`config.mk`:
```
export PLATFORM = sky130hd
export DESIGN_NAME = mem_port_arbiter
export DESIGN_NICKNAME = d
export VERILOG_FILES = /design/src/rtl/cpu_mem_pkg.sv /design/src/rtl/rr_pick2.sv /design/src/rtl/mem_port_arbiter.sv
export SDC_FILE = /design/constraint.sdc
export NUM_CORES = 1
export LEC_CHECK = 0
export CAP_MARGIN = 25
export CORE_MARGIN = 4
export CORE_UTILIZATION = 38
export CTS_CLUSTER_SIZE = 24
export DETAILED_ROUTE_END_ITERATION = 16
export PLACE_DENSITY = 0.74
export SYNTH_ARGS = -nofsm -noshare
export SYNTH_HDL_FRONTEND = slang
export SYNTH_SLANG_ARGS = --single-unit
export TNS_END_PERCENT = 20
```
`constraint.sdc`:
```
create_clock -name clk -period 2.6 [get_ports clk]
set_input_delay 0.78 -clock clk [delete_from_list [all_inputs] [get_ports clk]]
set_output_delay 0.78 -clock clk [all_outputs]
set_load 0.02 [all_outputs]
```
`src/rtl/cpu_mem_pkg.sv`:
```
// Shared definitions for the unified-memory port arbiter.
//   arb_state_t : arbiter sequencing states (IDLE -> ACCESS -> DONE)
//   req_id_t    : requester identifiers, CPU = 0, DMA = 1
//   CNT_W       : width of the access-latency down-counter
package cpu_mem_pkg;

    typedef enum logic [1:0] {
        ST_IDLE   = 2'd0,
        ST_ACCESS = 2'd1,
        ST_DONE   = 2'd2
    } arb_state_t;

    typedef enum logic {
        REQ_CPU = 1'b0,
        REQ_DMA = 1'b1
    } req_id_t;

    localparam int unsigned CNT_W = 4;

endpackage

```
`src/rtl/rr_pick2.sv`:
```
// Two-input round-robin picker (purely combinational).
//   req        : request vector, bit 0 = CPU, bit 1 = DMA
//   last_grant : requester granted most recently
//   gnt_id     : chosen requester (meaningful when gnt_valid)
//   gnt_valid  : at least one request present
module rr_pick2
    import cpu_mem_pkg::*;
(
    input  logic [1:0] req,
    input  req_id_t    last_grant,
    output req_id_t    gnt_id,
    output logic       gnt_valid
);

    always_comb begin
        gnt_valid = |req;
        gnt_id    = REQ_CPU;
        case (req)
            2'b01:   gnt_id = REQ_CPU;
            2'b10:   gnt_id = REQ_DMA;
            // Tie: favour whoever was not served last
            2'b11:   gnt_id = (last_grant == REQ_CPU) ? REQ_DMA : REQ_CPU;
            default: gnt_id = REQ_CPU;
        endcase
    end

endmodule

```
`src/rtl/mem_port_arbiter.sv`:
```
// Arbitrates the single-port unified memory between the CPU controller and
// the DMA/debug loader. Level requests become fixed-latency accesses
// (MEM_LAT cycles of mem_en) followed by a one-cycle acknowledge.
//   clk, rst                 : clock, asynchronous active-high reset
//   cpu_req/we/addr/wdata    : CPU request (held until cpu_ack)
//   cpu_rdata, cpu_ack       : CPU read data register, completion pulse
//   cpu_stall                : cpu_req & ~cpu_ack
//   dma_req/we/addr/wdata    : DMA request (held until dma_ack)
//   dma_rdata, dma_ack       : DMA read data register, completion pulse
//   mem_en/we/addr/wdata     : memory control, stable for a whole access
//   mem_rdata                : memory read data, valid in last access cycle
// MEM_LAT legal range is 1..15.
module mem_port_arbiter
    import cpu_mem_pkg::*;
#(
    parameter int unsigned ADDR_W  = 12,
    parameter int unsigned DATA_W  = 16,
    parameter int unsigned MEM_LAT = 2
)
(
    input  logic              clk,
    input  logic              rst,
    input  logic              cpu_req,
    input  logic              cpu_we,
    input  logic [ADDR_W-1:0] cpu_addr,
    input  logic [DATA_W-1:0] cpu_wdata,
    output logic [DATA_W-1:0] cpu_rdata,
    output logic              cpu_ack,
    output logic              cpu_stall,
    input  logic              dma_req,
    input  logic              dma_we,
    input  logic [ADDR_W-1:0] dma_addr,
    input  logic [DATA_W-1:0] dma_wdata,
    output logic [DATA_W-1:0] dma_rdata,
    output logic              dma_ack,
    output logic              mem_en,
    output logic              mem_we,
    output logic [ADDR_W-1:0] mem_addr,
    output logic [DATA_W-1:0] mem_wdata,
    input  logic [DATA_W-1:0] mem_rdata
);

    localparam logic [CNT_W-1:0] CNT_LOAD = CNT_W'(MEM_LAT - 1);

    arb_state_t        r_state;
    req_id_t           r_last_grant;
    req_id_t           r_owner;
    logic [CNT_W-1:0]  r_cnt;
    logic [ADDR_W-1:0] r_addr;
    logic [DATA_W-1:0] r_wdata;
    logic              r_we;

    req_id_t           w_gnt_id;
    logic              w_gnt_valid;
    logic              w_sel_we;
    logic [ADDR_W-1:0] w_sel_addr;
    logic [DATA_W-1:0] w_sel_wdata;

    rr_pick2 u_pick (
        .req        ({dma_req, cpu_req}),
        .last_grant (r_last_grant),
        .gnt_id     (w_gnt_id),
        .gnt_valid  (w_gnt_valid)
    );

    always_comb begin
        w_sel_we    = cpu_we;
        w_sel_addr  = cpu_addr;
        w_sel_wdata = cpu_wdata;
        if (w_gnt_id == REQ_DMA) begin
            w_sel_we    = dma_we;
            w_sel_addr  = dma_addr;
            w_sel_wdata = dma_wdata;
        end
    end

    // Address/data come straight from the latches so they cannot move
    // while an access is in flight.
    assign mem_addr  = r_addr;
    assign mem_wdata = r_wdata;
    assign cpu_stall = cpu_req & ~cpu_ack;

    always_ff @(posedge clk or posedge rst) begin
        if (rst) begin
            r_state      <= ST_IDLE;
            r_last_grant <= REQ_DMA;
            r_owner      <= REQ_CPU;
            r_cnt        <= '0;
            r_addr       <= '0;
            r_wdata      <= '0;
            r_we         <= 1'b0;
            mem_en       <= 1'b0;
            mem_we       <= 1'b0;
            cpu_ack      <= 1'b0;
            dma_ack      <= 1'b0;
            cpu_rdata    <= '0;
            dma_rdata    <= '0;
        end else begin
            cpu_ack <= 1'b0;
            dma_ack <= 1'b0;
            case (r_state)
                ST_IDLE: begin
                    if (w_gnt_valid) begin
                        r_owner      <= w_gnt_id;
                        r_last_grant <= w_gnt_id;
                        r_addr       <= w_sel_addr;
                        r_wdata      <= w_sel_wdata;
                        r_we         <= w_sel_we;
                        r_cnt        <= CNT_LOAD;
                        // Enables are registered, so raise them on entry
                        mem_en       <= 1'b1;
                        mem_we       <= w_sel_we;
                        r_state      <= ST_ACCESS;
                    end
                end
                ST_ACCESS: begin
                    if (r_cnt == '0) begin
                        mem_en <= 1'b0;
                        mem_we <= 1'b0;
                        if (!r_we) begin
                            if (r_owner == REQ_CPU) cpu_rdata <= mem_rdata;
                            else                    dma_rdata <= mem_rdata;
                        end
                        cpu_ack <= (r_owner == REQ_CPU);
                        dma_ack <= (r_owner == REQ_DMA);
                        r_state <= ST_DONE;
                    end else begin
                        r_cnt <= r_cnt - 1'b1;
                    end
                end
                ST_DONE: begin
                    r_state <= ST_IDLE;
                end
                default: begin
                    r_state <= ST_IDLE;
                end
            endcase
        end
    end

endmodule

```
# After elaboration in Yosys (flattened, before gate mapping)
# Cells that the tools add are included.
# Widths: inputs -> output; s select.
# word_totals
register_bits,73
inputBits,78
out_inout_bits,65
# classes
n_addsub,1
eq_ne,6
mux,20
bitwise_logic,4
reduce_logical,10
# op_table
operator,n
$mux 16,1
$mux 12,1
$mux 1,9
$mux 4,2
$pmux 4 s2,1
$reduce_and 4->1,2
$pmux 1 s2,3
$reduce_and 3->1,2
$eq 2x2->1 const B,2
$logic_not 4->1,1
$mux 2,2
$ne 2x2->1 const B,2
$pmux 2 s2,1
$reduce_and 2->1,2
$sub 4x1->4 const B,1
$not 1->1,3
$eq 2x1->1 const B,1
$logic_not 2->1,1
$ne 2x1->1 const B,1
$reduce_bool 2->1,1
$reduce_or 2->1,1
$and 1x1->1,1

# Depth between registers and ports, before layout
# logic_depth
depth_word,5
ltp_mapped,6
ltp_nobuf,6

# Cells and area by module
# Synthesis repeated with hierarchy kept, for this count alone.
# hier_totals
cells_unflattened,251
area_unflattened_um2,3199.3
# modules_own_cells
mod,instances,cells_per_inst,area_each_um2,seq_area_each_um2
mem_port_arbiter,1,249,3185.6,1828.0
rr_pick2,1,2,13.8,0.0

# Least setup slack after synthesis
# OpenSTA, ideal clock, no wires.
# synth_path
path_kind,input-to-reg
startpoint,input port dma_req
endpoint,register r_addr[9] (netlist: mem_addr[9])
arrival_time_ps,1835
t_required_ps,2475
slack_ps,640
path_stages,4
path_cell_list,a21boi_1 > buf_2 > mux2_2 > mux2_2
# synth_via
elab_chain_cells,3
elab_cells_between_ends,6
classes_between,eq/ne (2); mux (2); reduce/logical (2)
# synth_rtl
element,line,rtl
"start, declared",mem_port_arbiter.sv:30,"input logic dma_req,"
$eq 2x2->1,rr_pick2.sv:18,case (req)
$pmux 1 s2,rr_pick2.sv:18,
$mux 12,mem_port_arbiter.sv:70,if (w_gnt_id == REQ_DMA) begin
"end signal, assigned",mem_port_arbiter.sv:106,r_addr <= w_sel_addr;
"end, declared",mem_port_arbiter.sv:49,logic [ADDR_W-1:0] r_addr;
# Parallel ways exist; a longest one is shown, timed or not.
# A chain may end at the register's enable or synchronous reset.

# Worst setup path in the final report
# layout_path
startpoint,input port cpu_req
endpoint,output port cpu_stall
# layout_via
elab_chain_cells,1
# layout_rtl
element,line,rtl
"start, declared",mem_port_arbiter.sv:23,"input logic cpu_req,"
$and 1x1->1,mem_port_arbiter.sv:81,assign cpu_stall = cpu_req & ~cpu_ack;
"end, declared",mem_port_arbiter.sv:29,"output logic cpu_stall,"
# Every way passes these cells.

==> results by group <==
Worst setup path
  • Reg2reg start: r_cnt[0]$_DFFE_PP0P_
  • CP endpoint kind: output pin
  • CP Capture Point: cpu_stall
  • Critical path launch point type: input port
  • Worst reg2reg path depth: 5
  • Arrival @ worst endpoint: 1.72 ns
  • Worst R2R Setup Slack: 0.67 ns
  • FF-to-FF End: dma_rdata[4]$_DFFE_PP0P_
  • Worst setup startpoint: cpu_req
  • Path type of the worst setup path: input port to output pin
  • Critical Path Fanout Max: 2
  • Worst Path Required: 1.82 ns

Global route
  • Initial antenna violation count: 0
  • Met1 usage: 0.182
  • Vias in the first global route: 2432
  • Met2 track demand over resource: 0.259
  • Largest net degree at the start of global routing: 32
  • Met3 Usage GRT: 0.0616
  • Top Usage Layer GRT: met2
  • Global-route wire length before repair: 12200 um
  • Global route overflow: 0
  • Global Route Usage Sum: 0.152

Detailed routing
  • Iteration-0 DRC Markers: 14
  • Vias: 2272
  • Avg WL per Cell: 15.9 um
  • Final WL: about 7500 um
  • DR DRC count: 0
  • Antenna Violating Nets Remaining: 0
  • Pre-antenna DRT Iters: 4
  • Routed vias/inst: 4.78

Layout
  • FILL cells: 686
  • Multi-input logic area: 1350 um^2
  • Share of layout cells above drive strength 1: 0.324
  • Final #Nets: 445
  • Register Area: 1830 um^2
  • Area Overhead vs Synth: 56.1%
  • Post-layout util: 0.616
  • N_diodes: 0

Flow run
  • Max-cap violations: 0

Min path
  • HP Class: register to register
  • Worst Hold Path Cells: 1

Clocking
  • Max clock buf depth: 2
  • CTS Sinks: 73
  • CTS hold repair buffers: 0
  • Setup bufs post-CTS: 0
  • Clk Latency, worst-skew pair: 0.33 ns
  • Post-CTS Resized: 1
  • CTS tree: yes
  • H-Tree Depth: 3
  • TritonCTS Buffers: 9
  • CTS clk-pin slew, worst paths: 0.07 ns
  • Root buf cell: clkbuf_8

Timing
  • Worst Max-Slew Pin Slew: 0.585 ns
  • RSZ-0062 raised after global routing: false
  • Setup Skew: 0.00619 ns
  • Final Hold Viols: 0
  • Slew Viols, Final: 0
  • Peak Freq: between 400 and 500 MHz
  • Post-route setup slack: 0.105 ns
  • Max-slew headroom: 0.609
  • Final Critical Period: approximately 2.5 ns
  • Setup-failing EPs final: 0
  • Final period util: 0.960

Synth
  • Most common flop cell mapped by yosys: dfrtp_1
  • Synthesized cell area: about 3300 um^2
  • Cell count after synthesis: 216
  • Fraction of registers with async set/reset: 1.00
  • Synth area leaders: dfrtp_1 55%, mux2_2 28%, mux2_4 4.6%
  • Syn_nets: 295
  • Yosys top cell area share: 0.553
  • Yosys top cell by area: dfrtp_1
  • Yosys reg bits: 73
  • Seq/Total Area, Yosys: 0.561
  • Synth warn: 0
  • Most frequent cells after synthesis: 80 x mux2_2, 72 x dfrtp_1, 10 x mux2_4
  • Most numerous cell in the Yosys netlist: mux2_2
  • Mean Syn Cell Area: around 15 um^2
  • Yosys cell types: 33
  • Post-synth EDFFs: 0

Placed design
  • Routability cong.: 0.799
  • DP HPWL: around 6000 um
  • Post-place setup slack: -0.174 ns
  • I/O Buffers: 142

Power and ir drop
  • Leakage power: approximately 0.0021 uW
  • Clock Power Share: 0.169
  • P_int: 4150 uW
  • Gate power share: 0.502
  • Power density of the placed cells: 1240 nW/um^2
  • Sw Pwr: 2160 uW
  • Net Sw Frac: 0.343
  • Seq pwr share: 0.329
  • Total Power: ~6300 uW
  • Max rail drop VDD: ~0.61 mV

Floorplanning
  • Starting Density: 0.395
  • Area of the die: 10100 um^2
  • # IOs: 143
  • Core ar.: slightly above 8000 um^2
  • Site Rows: 33
  • Die H: 101 um
  • Chip Width: ~100 um

Run status
  • Status: completed
registers in the layout (all words and copies together) (netlist names):
register,flops
mem_we,1
cpu_ack,1
dma_rdata,16
r_last_grant,1
dma_ack,1
mem_addr,12
mem_en,1
r_owner,1
cpu_rdata,16
mem_wdata,16
r_we,1
r_state,2
r_cnt,4
power groups by stage:
| stage | combinational [uW] | clock, uW | sequential [uW] |
|---|---|---|---|
| after CTS | 3220 | 1100 | 2080 |
| final | 3170 | 1060 | 2080 |
| after floorplan | 1220 | 0 | 2650 |
| after detailed placement | 3220 | 0 | 2100 |
| after global routing | 3380 | 1150 | 2160 |
| after global placement | 3170 | 0 | 2070 |
metal layers:
metal  routed length (um)  share of wire
met1                 3020           0.40
met5                    0              0
met4                   14         0.0019
met3                  702          0.093
met2                 3810           0.50
worst min-delay path by stage:
stage | from | slack, ns | end
6_report | mem_en$_DFFE_PP0P_ | 0.50 | mem_en$_DFFE_PP0P_
5_1_grt | mem_addr[5]$_DFFE_PP0P_ | 0.52 | mem_addr[5]$_DFFE_PP0P_
4_1_cts | mem_en$_DFFE_PP0P_ | 0.51 | mem_en$_DFFE_PP0P_
3_5_place_dp | mem_en$_DFFE_PP0P_ | 0.48 | mem_en$_DFFE_PP0P_
3_3_place_gp | mem_en$_DFFE_PP0P_ | 0.47 | mem_en$_DFFE_PP0P_
2_1_floorplan | r_owner$_DFFE_PP0P_ | 0.50 | cpu_ack$_DFF_PP0_
layout by cell type (no fill, tap or decap), types with 2 or more instances in the layout:
cell type        Yosys  final
buf_4                2      4
o21ai_0              6      6
inv_1                5      4
nor2_1               3      3
mux2_2              80     80
nor2b_1              2      2
clkbuf_8             0     10
mux2_4              10     10
bufinv_16            0      3
buf_12               0      3
mux2i_1              2      2
o31ai_1              2      2
nor3_1               2      2
nand2_1              3      3
dfrtp_1             72     72
clkdlybuf4s50_1      0    141
worst max-delay path, cell delays in order:
cell and delay (ns):
clkdlybuf4s50_1 0.48, nor2b_1 0.12, dlygate4sd2_1 0.34
cell type report:
type,count,area share
clock inverters,5,0.0204
clock buffers,10,0.0271
multi-input cells,128,0.266
well taps,105,0.0258
inverters,5,0.00443
flip-flops and latches,73,0.359
repair buffers,149,0.297
through the flow:
step	cells	hold WS [ns]	setup TNS [ns]	cell area, um^2
global placement	460	0.472	-0.164	4850
floorplan	216	0.501	0	3260
finish	475	0.505	0	5090
CTS	475	0.509	0	5090
global route	475	0.517	0	5090
detailed placement	460	0.481	-0.174	4850
kinds of logic after synthesis:
group / after synthesis / synth area share
multiplexers: 93 / 0.332
flip-flops: 73 / 0.561
AND/OR/NAND/NOR: 20 / 0.0480
buffers and inverters: 15 / 0.0265
AO/OA/AOI/OAI: 14 / 0.0284
adder cells (fa/ha/maj): 1 / 0.00384
(Power assumes the default switching activity.)
